$ cat src/rtl/m62_pkg.sv
// Irem M62 ROM download map and shared types for the ROM loader.
package m62_pkg;

  localparam int unsigned ADDR_W   = 25;
  localparam int unsigned PROM_AW  = 12;
  localparam int unsigned CNT_W    = 16;

  // A0000 map: 00000 CPU ROM, 30000 sprite gfx, 80000 gfx3, A0000 colour/height PROMs
  localparam logic [ADDR_W-1:0]  SP_BASE      = 25'h30000;
  localparam logic [ADDR_W-1:0]  GFX3_BASE    = 25'h80000;
  localparam logic [ADDR_W-1:0]  PROM_BASE    = 25'hA0000;
  localparam logic [PROM_AW-1:0] PROM_SIZE    = 12'h920;
  localparam logic [CNT_W-1:0]   RESET_CYCLES = 16'hFFFF;

  typedef enum logic {
    IDLE = 1'b0,
    BUSY = 1'b1
  } req_state_t;

endpackage

$ cat src/rtl/m62_toggle_port.sv
// One SDRAM toggle-handshake write port: latches byte/address, toggles req,
// tracks the pending write and flags a byte arriving while still pending.
module m62_toggle_port
  import m62_pkg::*;
(
  input  logic        clk_sys,
  input  logic        reset,
  input  logic        fire,
  input  logic        downl,
  input  logic        ack,
  input  logic [23:0] addr,
  input  logic [7:0]  data,
  output logic        req,
  output logic [22:0] a,
  output logic [1:0]  ds,
  output logic [15:0] d,
  output logic        we,
  output logic        overrun
);

  req_state_t  state_q, state_d;
  logic        req_d, overrun_d;
  logic [22:0] a_d;
  logic [1:0]  ds_d;
  logic [15:0] d_d;

  always_ff @(posedge clk_sys) begin
    if (reset) begin
      state_q <= IDLE;
      req     <= ack;
      a       <= '0;
      ds      <= '0;
      d       <= '0;
      we      <= 1'b0;
      overrun <= 1'b0;
    end else begin
      state_q <= state_d;
      req     <= req_d;
      a       <= a_d;
      ds      <= ds_d;
      d       <= d_d;
      we      <= downl;
      overrun <= overrun_d;
    end
  end

  always_comb begin
    state_d   = state_q;
    req_d     = req;
    a_d       = a;
    ds_d      = ds;
    d_d       = d;
    overrun_d = overrun;

    // Every accepted byte is issued, even on top of an unacknowledged one
    if (fire) begin
      a_d   = addr[23:1];
      ds_d  = {addr[0], ~addr[0]};
      d_d   = {data, data};
      req_d = ~req;
    end

    case (state_q)
      IDLE: begin
        if (fire) state_d = BUSY;
      end
      BUSY: begin
        if (fire) begin
          if (req != ack) overrun_d = 1'b1;
          state_d = BUSY;
        end else if (req == ack) begin
          state_d = IDLE;
        end
      end
    endcase
  end

endmodule

$ cat src/rtl/m62_rom_loader.sv
// Irem M62 ROM loader: ioctl byte stream to SDRAM toggle ports and PROM strobe,
// plus rom_loaded tracking and the core reset stretcher.
module m62_rom_loader #(
  parameter logic [24:0] SP_BASE      = m62_pkg::SP_BASE,
  parameter logic [24:0] PROM_BASE    = m62_pkg::PROM_BASE,
  parameter logic [11:0] PROM_SIZE    = m62_pkg::PROM_SIZE,
  parameter logic [15:0] RESET_CYCLES = m62_pkg::RESET_CYCLES
) (
  input  logic        clk_sys,
  input  logic        reset,
  input  logic        ioctl_downl,
  input  logic        ioctl_wr,
  input  logic [24:0] ioctl_addr,
  input  logic [7:0]  ioctl_dout,
  input  logic        user_reset,
  input  logic        port1_ack,
  input  logic        port2_ack,
  output logic        port1_req,
  output logic [22:0] port1_a,
  output logic [1:0]  port1_ds,
  output logic [15:0] port1_d,
  output logic        port1_we,
  output logic        port2_req,
  output logic [22:0] port2_a,
  output logic [1:0]  port2_ds,
  output logic [15:0] port2_d,
  output logic        port2_we,
  output logic [11:0] prom_addr,
  output logic [7:0]  prom_data,
  output logic        prom_wr,
  output logic        rom_loaded,
  output logic        core_reset,
  output logic        overrun
);

  logic        wr_last, downl_last;
  logic        accept_c, in_sdram_c, in_sp_c, in_prom_c;
  logic [24:0] prom_end_c;
  logic [23:0] sp_off_c;
  logic [11:0] prom_off_c;
  logic [15:0] rst_cnt;
  logic        ov1, ov2;

  // Range decisions use the raw address so a wrapped offset can never select a port
  assign accept_c   = ioctl_downl & ioctl_wr & ~wr_last;
  assign prom_end_c = PROM_BASE + 25'(PROM_SIZE);
  assign in_sdram_c = ioctl_addr < PROM_BASE;
  assign in_sp_c    = (ioctl_addr >= SP_BASE) && in_sdram_c;
  assign in_prom_c  = (ioctl_addr >= PROM_BASE) && (ioctl_addr < prom_end_c);
  assign sp_off_c   = 24'(ioctl_addr - SP_BASE);
  assign prom_off_c = 12'(ioctl_addr - PROM_BASE);

  m62_toggle_port u_port1 (
    .clk_sys (clk_sys),
    .reset   (reset),
    .fire    (accept_c & in_sdram_c),
    .downl   (ioctl_downl),
    .ack     (port1_ack),
    .addr    (ioctl_addr[23:0]),
    .data    (ioctl_dout),
    .req     (port1_req),
    .a       (port1_a),
    .ds      (port1_ds),
    .d       (port1_d),
    .we      (port1_we),
    .overrun (ov1)
  );

  m62_toggle_port u_port2 (
    .clk_sys (clk_sys),
    .reset   (reset),
    .fire    (accept_c & in_sp_c),
    .downl   (ioctl_downl),
    .ack     (port2_ack),
    .addr    (sp_off_c),
    .data    (ioctl_dout),
    .req     (port2_req),
    .a       (port2_a),
    .ds      (port2_ds),
    .d       (port2_d),
    .we      (port2_we),
    .overrun (ov2)
  );

  always_ff @(posedge clk_sys) begin
    if (reset) begin
      wr_last    <= 1'b0;
      downl_last <= 1'b0;
      prom_wr    <= 1'b0;
      prom_addr  <= '0;
      prom_data  <= '0;
      rom_loaded <= 1'b0;
      rst_cnt    <= RESET_CYCLES;
      core_reset <= 1'b1;
      overrun    <= 1'b0;
    end else begin
      wr_last    <= ioctl_wr;
      downl_last <= ioctl_downl;
      overrun    <= overrun | ov1 | ov2;

      prom_wr <= accept_c & in_prom_c;
      if (accept_c && in_prom_c) begin
        prom_addr <= prom_off_c;
        prom_data <= ioctl_dout;
      end

      if (ioctl_downl && !downl_last)      rom_loaded <= 1'b0;
      else if (!ioctl_downl && downl_last) rom_loaded <= 1'b1;

      // Any active cause reloads; otherwise count down to zero and stay there
      if (user_reset || !rom_loaded || ioctl_downl) rst_cnt <= RESET_CYCLES;
      else if (rst_cnt != 16'd0)                     rst_cnt <= rst_cnt - 16'd1;
      core_reset <= (rst_cnt != 16'd0);
    end
  end

endmodule

$ cat config.mk
export PLATFORM = sky130hd
export DESIGN_NAME = m62_rom_loader
export DESIGN_NICKNAME = d
export VERILOG_FILES = /design/src/rtl/m62_pkg.sv /design/src/rtl/m62_toggle_port.sv /design/src/rtl/m62_rom_loader.sv
export SDC_FILE = /design/constraint.sdc
export NUM_CORES = 1
export LEC_CHECK = 0
export ABC_AREA = 1
export BUFFER_PORTS_ARGS = -buffer_cell sky130_fd_sc_hd__buf_2
export CELL_PAD_IN_SITES_DETAIL_PLACEMENT = 0
export CELL_PAD_IN_SITES_GLOBAL_PLACEMENT = 1
export CORE_AREA = 2 2 123 125
export CTS_CLUSTER_DIAMETER = 80
export CTS_CLUSTER_SIZE = 24
export DETAILED_ROUTE_END_ITERATION = 8
export DIE_AREA = 0 0 125 127
export HOLD_SLACK_MARGIN = 0.03
export PLACE_DENSITY_LB_ADDON = 0.1
export RECOVER_POWER = 50
export SETUP_SLACK_MARGIN = 0.15
export SLEW_MARGIN = 20
export SYNTH_ARGS = -nofsm -noshare
export SYNTH_HDL_FRONTEND = slang
export SYNTH_HIERARCHICAL = 1
export SYNTH_SLANG_ARGS = --single-unit
$ cat constraint.sdc
create_clock -name clk_sys -period 1.8 [get_ports clk_sys]
set_input_delay 0.09 -clock clk_sys [delete_from_list [all_inputs] [get_ports clk_sys]]
set_output_delay 0.09 -clock clk_sys [all_outputs]
set_load 0.05 [all_outputs]
======== Yosys cells after proc, flatten, opt, wreduce, memory -nomap -nowiden ========
Cells that the tools add are included.
word-level totals
  flip-flop bits (word level) ............. 130
  bits in latches ......................... 0
  RAM bits ................................ 0
  memory bits (read-only) ................. 0
  bits of input ports ..................... 40
  output and inout port bits .............. 110
  word-level logic and storage cells ...... 75
  memories kept ........................... 0
operators by class
  add/sub/neg operators ................... 3
  $mul .................................... 0
  div/mod/pow operators ................... 0
  magnitude comparators ................... 4
  equality and inequality tests ........... 4
  shift-type cells ........................ 0
  mux-type cells .......................... 12
  bitwise operators ....................... 14
  reductions and logical operators ........ 17
operators by type and width
  kind                                                                 number
  < comparator 25 x 20 -> 1 bit, second input constant                 2
  greater-or-equal comparator 25 x 18 -> 1 bit, second input constant  1
  greater-or-equal comparator 25 x 20 -> 1 bit, second input constant  1
  subtractor 24 x 18 -> 24 bit, second input constant                  1
  nonzero test 16 bit                                                  1
  subtractor 16 x 1 -> 16 bit, second input constant                   1
  subtractor 12 x 1 -> 12 bit, second input constant                   1
  two-way mux 1 bit                                                    10
  NOT 1 bit                                                            7
  AND reduction 3 bit                                                  2
  AND 1 bit                                                            5
  logical AND 1 bit                                                    5
  case mux 1 bit (2 select lines)                                      2
  nonzero test 2 bit                                                   2
  OR reduction 2 bit                                                   2
  zero test 1 bit                                                      3
  == test 1 bit                                                        2
  logical OR 1 bit                                                     2
  != test 1 bit                                                        2
  OR 1 bit                                                             2

======== Logic depth before layout (Yosys ltp) ========
  depth in word-level cells ............... 5
  depth in mapped cells ................... 13
  mapped depth without buffers ............ 12

======== Hierarchy ========
Netlist, hierarchy kept.
by module, submodules not included
  module           instances  cells each  area an instance (um^2)  sequential area each (um^2)
  m62_toggle_port  2          171         1,401.3                  750.7
  m62_rom_loader   1          397         2,461.1                  840.8

======== Worst setup path after synthesis ========
OpenSTA, ideal clock, no wires.
  kind .................................... register to register
  start point ............................. register rom_loaded
  end point ............................... register rst_cnt[0]
  setup time .............................. 0.134 ns
  data arrival time ....................... 1.494 ns
  required time ........................... 1.666 ns
  path slack .............................. 0.172 ns
  stages on the path, launching flop included .. 5
  path buffers ............................ 1
  clock period less this slack ............ 1.628 ns
  path through ............................ dfxtp_1 > nand2_1 > nor3_1 > clkbuf_1 > nand3_1
between the ends
  cells in the longest elaborated chain, start to end .. 4
ends and longest elaborated chain
  what                                 RTL line               RTL
  start: declaration                   m62_rom_loader.sv:31   output logic rom_loaded,
  start signal: assignment             m62_rom_loader.sv:92   rom_loaded <= 1'b0;
  start signal: assignment             m62_rom_loader.sv:107  if (ioctl_downl && !downl_last) rom_loaded <= 1'b0;
  start signal: assignment             m62_rom_loader.sv:108  else if (!ioctl_downl && downl_last) rom_loaded <= 1'b1;
  zero test 1 bit                      m62_rom_loader.sv:111  if (user_reset || !rom_loaded || ioctl_downl) rst_cnt <= RESET_CYCLES;
  logical OR 1 bit (2 in a row)        m62_rom_loader.sv:111
  OR reduction 2 bit (no source line)  --
  end signal: assignment               m62_rom_loader.sv:112  else if (rst_cnt != 16'd0) rst_cnt <= rst_cnt - 16'd1;
  end: declaration                     m62_rom_loader.sv:41   logic [15:0] rst_cnt;
Every way passes these cells.
A chain may end at the register's enable or synchronous reset.

======== Worst setup path in the final report ========
  start point ............................. input port ioctl_addr[11]
  end point ............................... register u_port2.a[22]
between the ends
  cells in the longest elaborated chain, start to end .. 3
  elaborated cells on any way between the ends .. 5
  those cells by class .................... add/sub (1); order compare (2); bitwise (1); reduce/logical (1)
ends and longest elaborated chain
  what                                                                                                  RTL line                                    RTL
  start: declaration                                                                                    m62_rom_loader.sv:13                        input logic [24:0] ioctl_addr,
  greater-or-equal comparator 25 x 18 -> 1 bit / < comparator 25 x 20 -> 1 bit (equally long branches)  m62_rom_loader.sv:48, m62_rom_loader.sv:47
  logical AND 1 bit                                                                                     m62_rom_loader.sv:48                        assign in_sp_c = (ioctl_addr >= SP_BASE) && in_sdram_c;
  AND 1 bit                                                                                             m62_rom_loader.sv:72                        .fire (accept_c & in_sp_c),
  end signal: assignment                                                                                m62_toggle_port.sv:31                       a <= '0;
  end signal: assignment                                                                                m62_toggle_port.sv:39                       a <= a_d;
  end: declaration                                                                                      m62_toggle_port.sv:14                       output logic [22:0] a,
Parallel ways exist; a longest one is shown, timed or not.

==> results.toml <==
[outcome]
status = "finished, final reports clean"

[sta]
worstMarginPinSlew_ps = 766
rsz0062_at_grt = "true"
slew_headroom_pct = 49.0
fin_ws_ps = 126
fin_crit_ps = 1670
fmaxAchievable_ghz = 0.597
worst_clock_skew_ps = 5.99
fin_setup_tns_ps = 0
fin_crit_sh_pct = 93.0
setup_viol = 0
final_hold_viol_count = 0
finalMaxSlewViolations = 0

[critical_path]
crit_type = "input port to register"
start_kind = "input port"
cp-end-kind = "register"
cpMaxStageDelayCell = "dlygate4sd3_1"
path_buf_inv = 5
worst-endpoint-required_ps = 2100
critical_path_arrival_ps = 1970
cp_cell_sequence = "dlygate4sd3_1, buf_6, nor2_2, nand3_2, nand3b_1, a21boi_4, buf_6, inv_6, buf_12, nor2_2, nor2_1"
cp_top_family = "buffers and inverters"
critPathMaxFanout = 11
max_stage_delay_ps = 570

[logic_synthesis]
syn-num-nets = 783
yosysMostFrequentCell = "nor2_1"
yosysWarnings = 6
synth-edff-count = 2
syn_inst = 739
ys_async_sr_fraction_pct = 0
yosys.area_share.simple_pct = 28.6
synthAdderAreaFrac_pct = 0.951
synth.area.mux_share_pct = 0
synth_top_family_by_area = "simple AND/OR/NAND/NOR gates"
syn_area_mm2 = 0.00526
ys_ff_latch = 116
synth_top_area_share_pct = 43.4
synth_top_area_cell = "dfxtp_1"
ys_seq_area_share_pct = 44.5
synth_xor_area_share_pct = 2.50
synth_commonest_cells = "nor2_1 (195), dfxtp_1 (114), nand2_1 (106)"
synth.avg_cell_area_um2 = 7.12
yosys-top-cells-area = "dfxtp_1 (43%), nor2_1 (14%), nand2_1 (7.6%), inv_1 (7.0%), o21ai_0 (5.3%)"
ys_types = 30
synth_flop_cell = "dfxtp_1"
synth_compound_area_share_pct = 8.63

[cts]
clk_pin_slew_ps = 50
cts-root-buf = "clkbuf_16"
numCtsBuffers = 17
htreeDepth = 4
clockBufferDepth = 2
clk_latency_ps = 410
cts_tree = "built"
cts.sinks = 116

[global_route]
grtUsageTotal_pct = 20.0
grt_pass1_wl_um = 25000
grt_antenna_before_repair = 0
grt.overflow.total = 0
grt_pass1_vias = 4881
grt_max_degree = 35

[finish]
area_growth_pct = 35.9
utilization_pct = 49.6
fin_area_mm2 = 0.00715
multi_input_area_mm2 = 0.00228
drive_gt1_share_pct = 15.2
seqCellArea_mm2 = 0.00234
diodes = 0
nets = 973
num-fill-cells = 1516

[hold_path]
min_path_type = "input port to register"

[floorplan]
die_area_mm2 = 0.0159
core_area_mm2 = 0.0144
die_x_um = 125
initial_utilization_pct = 36.5
boundaryPins = 150
num_rows = 44
die_y_um = 127

[detailed_routing]
viasPerCell = 4.58
vias = 5148
drtIter0Drc = 277
wl_per_cell_um = 14.3
wl_um = 16100
drc = 0
first_pass_iters = 4
ant_nets = 0

[run]
drv_cap = 0

[place]
dpl.hpwl_um = 11000
place_area_mm2 = 0.00608
io_buffer_count = 149
gp_congestion = 0.903
place_ws_ps = -58.1

[power]
p_leak_nw = 3.26
p_per_area_mw_per_mm2 = 864
ir_drop_mv = 0.568
-- cell usage in the layout (no fill, tap or decap), types with 20 or more instances in the layout --
cell	n
dfxtp_1	113
buf_2	39
nand2_1	104
nand4_1	26
nand3_1	23
o21ai_0	54
buf_4	21
dlygate4sd3_1	35
nor2_1	173
clkbuf_1	114
nor2_2	20
inv_1	97
-- worst reg2reg max path: stages (launching register included) --
cell	delay, ps
dfxtp_2	320
nor3_4	210
buf_6	130
nand2_4	50
nor2_4	100
a21boi_4	190
buf_6	170
inv_6	70
buf_12	160
nor2_2	90
nor2_1	50
-- report_power, final --
part / internal [mW] / total (mW) / leakage [nW] / switching (mW)
Sequential: 2.60 / 2.61 / 0.940 / 0.0112
Combinational: 0.151 / 0.410 / 2.05 / 0.259
Clock: 2.04 / 3.16 / 0.268 / 1.12
Total: 4.79 / 6.18 / 3.26 / 1.39
-- layer usage --
| layer | wire (um) | GRT usage, % |
|---|---|---|
| met1 | 7630 | 25.1 |
| met2 | 7520 | 34.1 |
| met3 | 717 | 4.44 |
| met4 | 245 | 6.86 |
| met5 | 0 | 0 |
-- final cells by class --
| type | count | share of cell area, % |
|---|---|---|
| well taps | 184 | 3.22 |
| clock inverters | 6 | 1.12 |
| flip-flops and latches | 116 | 32.8 |
| multi-input cells | 472 | 31.9 |
| clock buffers | 24 | 6.45 |
| repair buffers | 218 | 19.0 |
| inverters | 104 | 5.60 |
-- what timing repair did --
item                                   in CTS  in global routing
pin swaps                                   3                 14
hold buffers                               35                  0
resized for setup                          14                 43
endpoints found under the hold margin      62                  0
cloned                                      1                  3
setup endpoints to repair                  91                 51
buffers inserted                            2                  4
-- metrics by stage --
stage	hold slack, ps	cells	total power, mW
floorplan	159	739	2.85
global placement	322	1049	2.99
detailed placement	329	1049	2.99
CTS	34.0	1117	6.23
global route	79.2	1124	6.41
finish	78.0	1124	6.18
-- logic make-up (layout without fill, tap and decap cells) --
kind of cell	Yosys count	after routing
fa+ha+maj	4	4
compound gates	87	87
flops	116	116
xor+xnor	15	15
simple gates	366	366
buf+inv	151	352
-- worst paths after layout --
check	from	endpoint	slack, ps	cells past startpoint
min	user_reset	rst_cnt[13]	80	4
max	ioctl_addr[11]	u_port2/a[22]	130	11
max reg2reg	wr_last	u_port2/a[22]	160	10
min reg2reg	downl_last	rom_loaded	450	2
-- registers in the layout, summed over array words and instances, names as in the netlist, 2 cells and up --
name / count
u_port1/a: 23
u_port2/a: 23
rst_cnt: 16
prom_addr: 12
prom_data: 8
u_port1/d: 8
u_port2/d: 8
u_port1/ds: 2
u_port2/ds: 2
No activity file was read; power rests on OpenSTA's default activity.
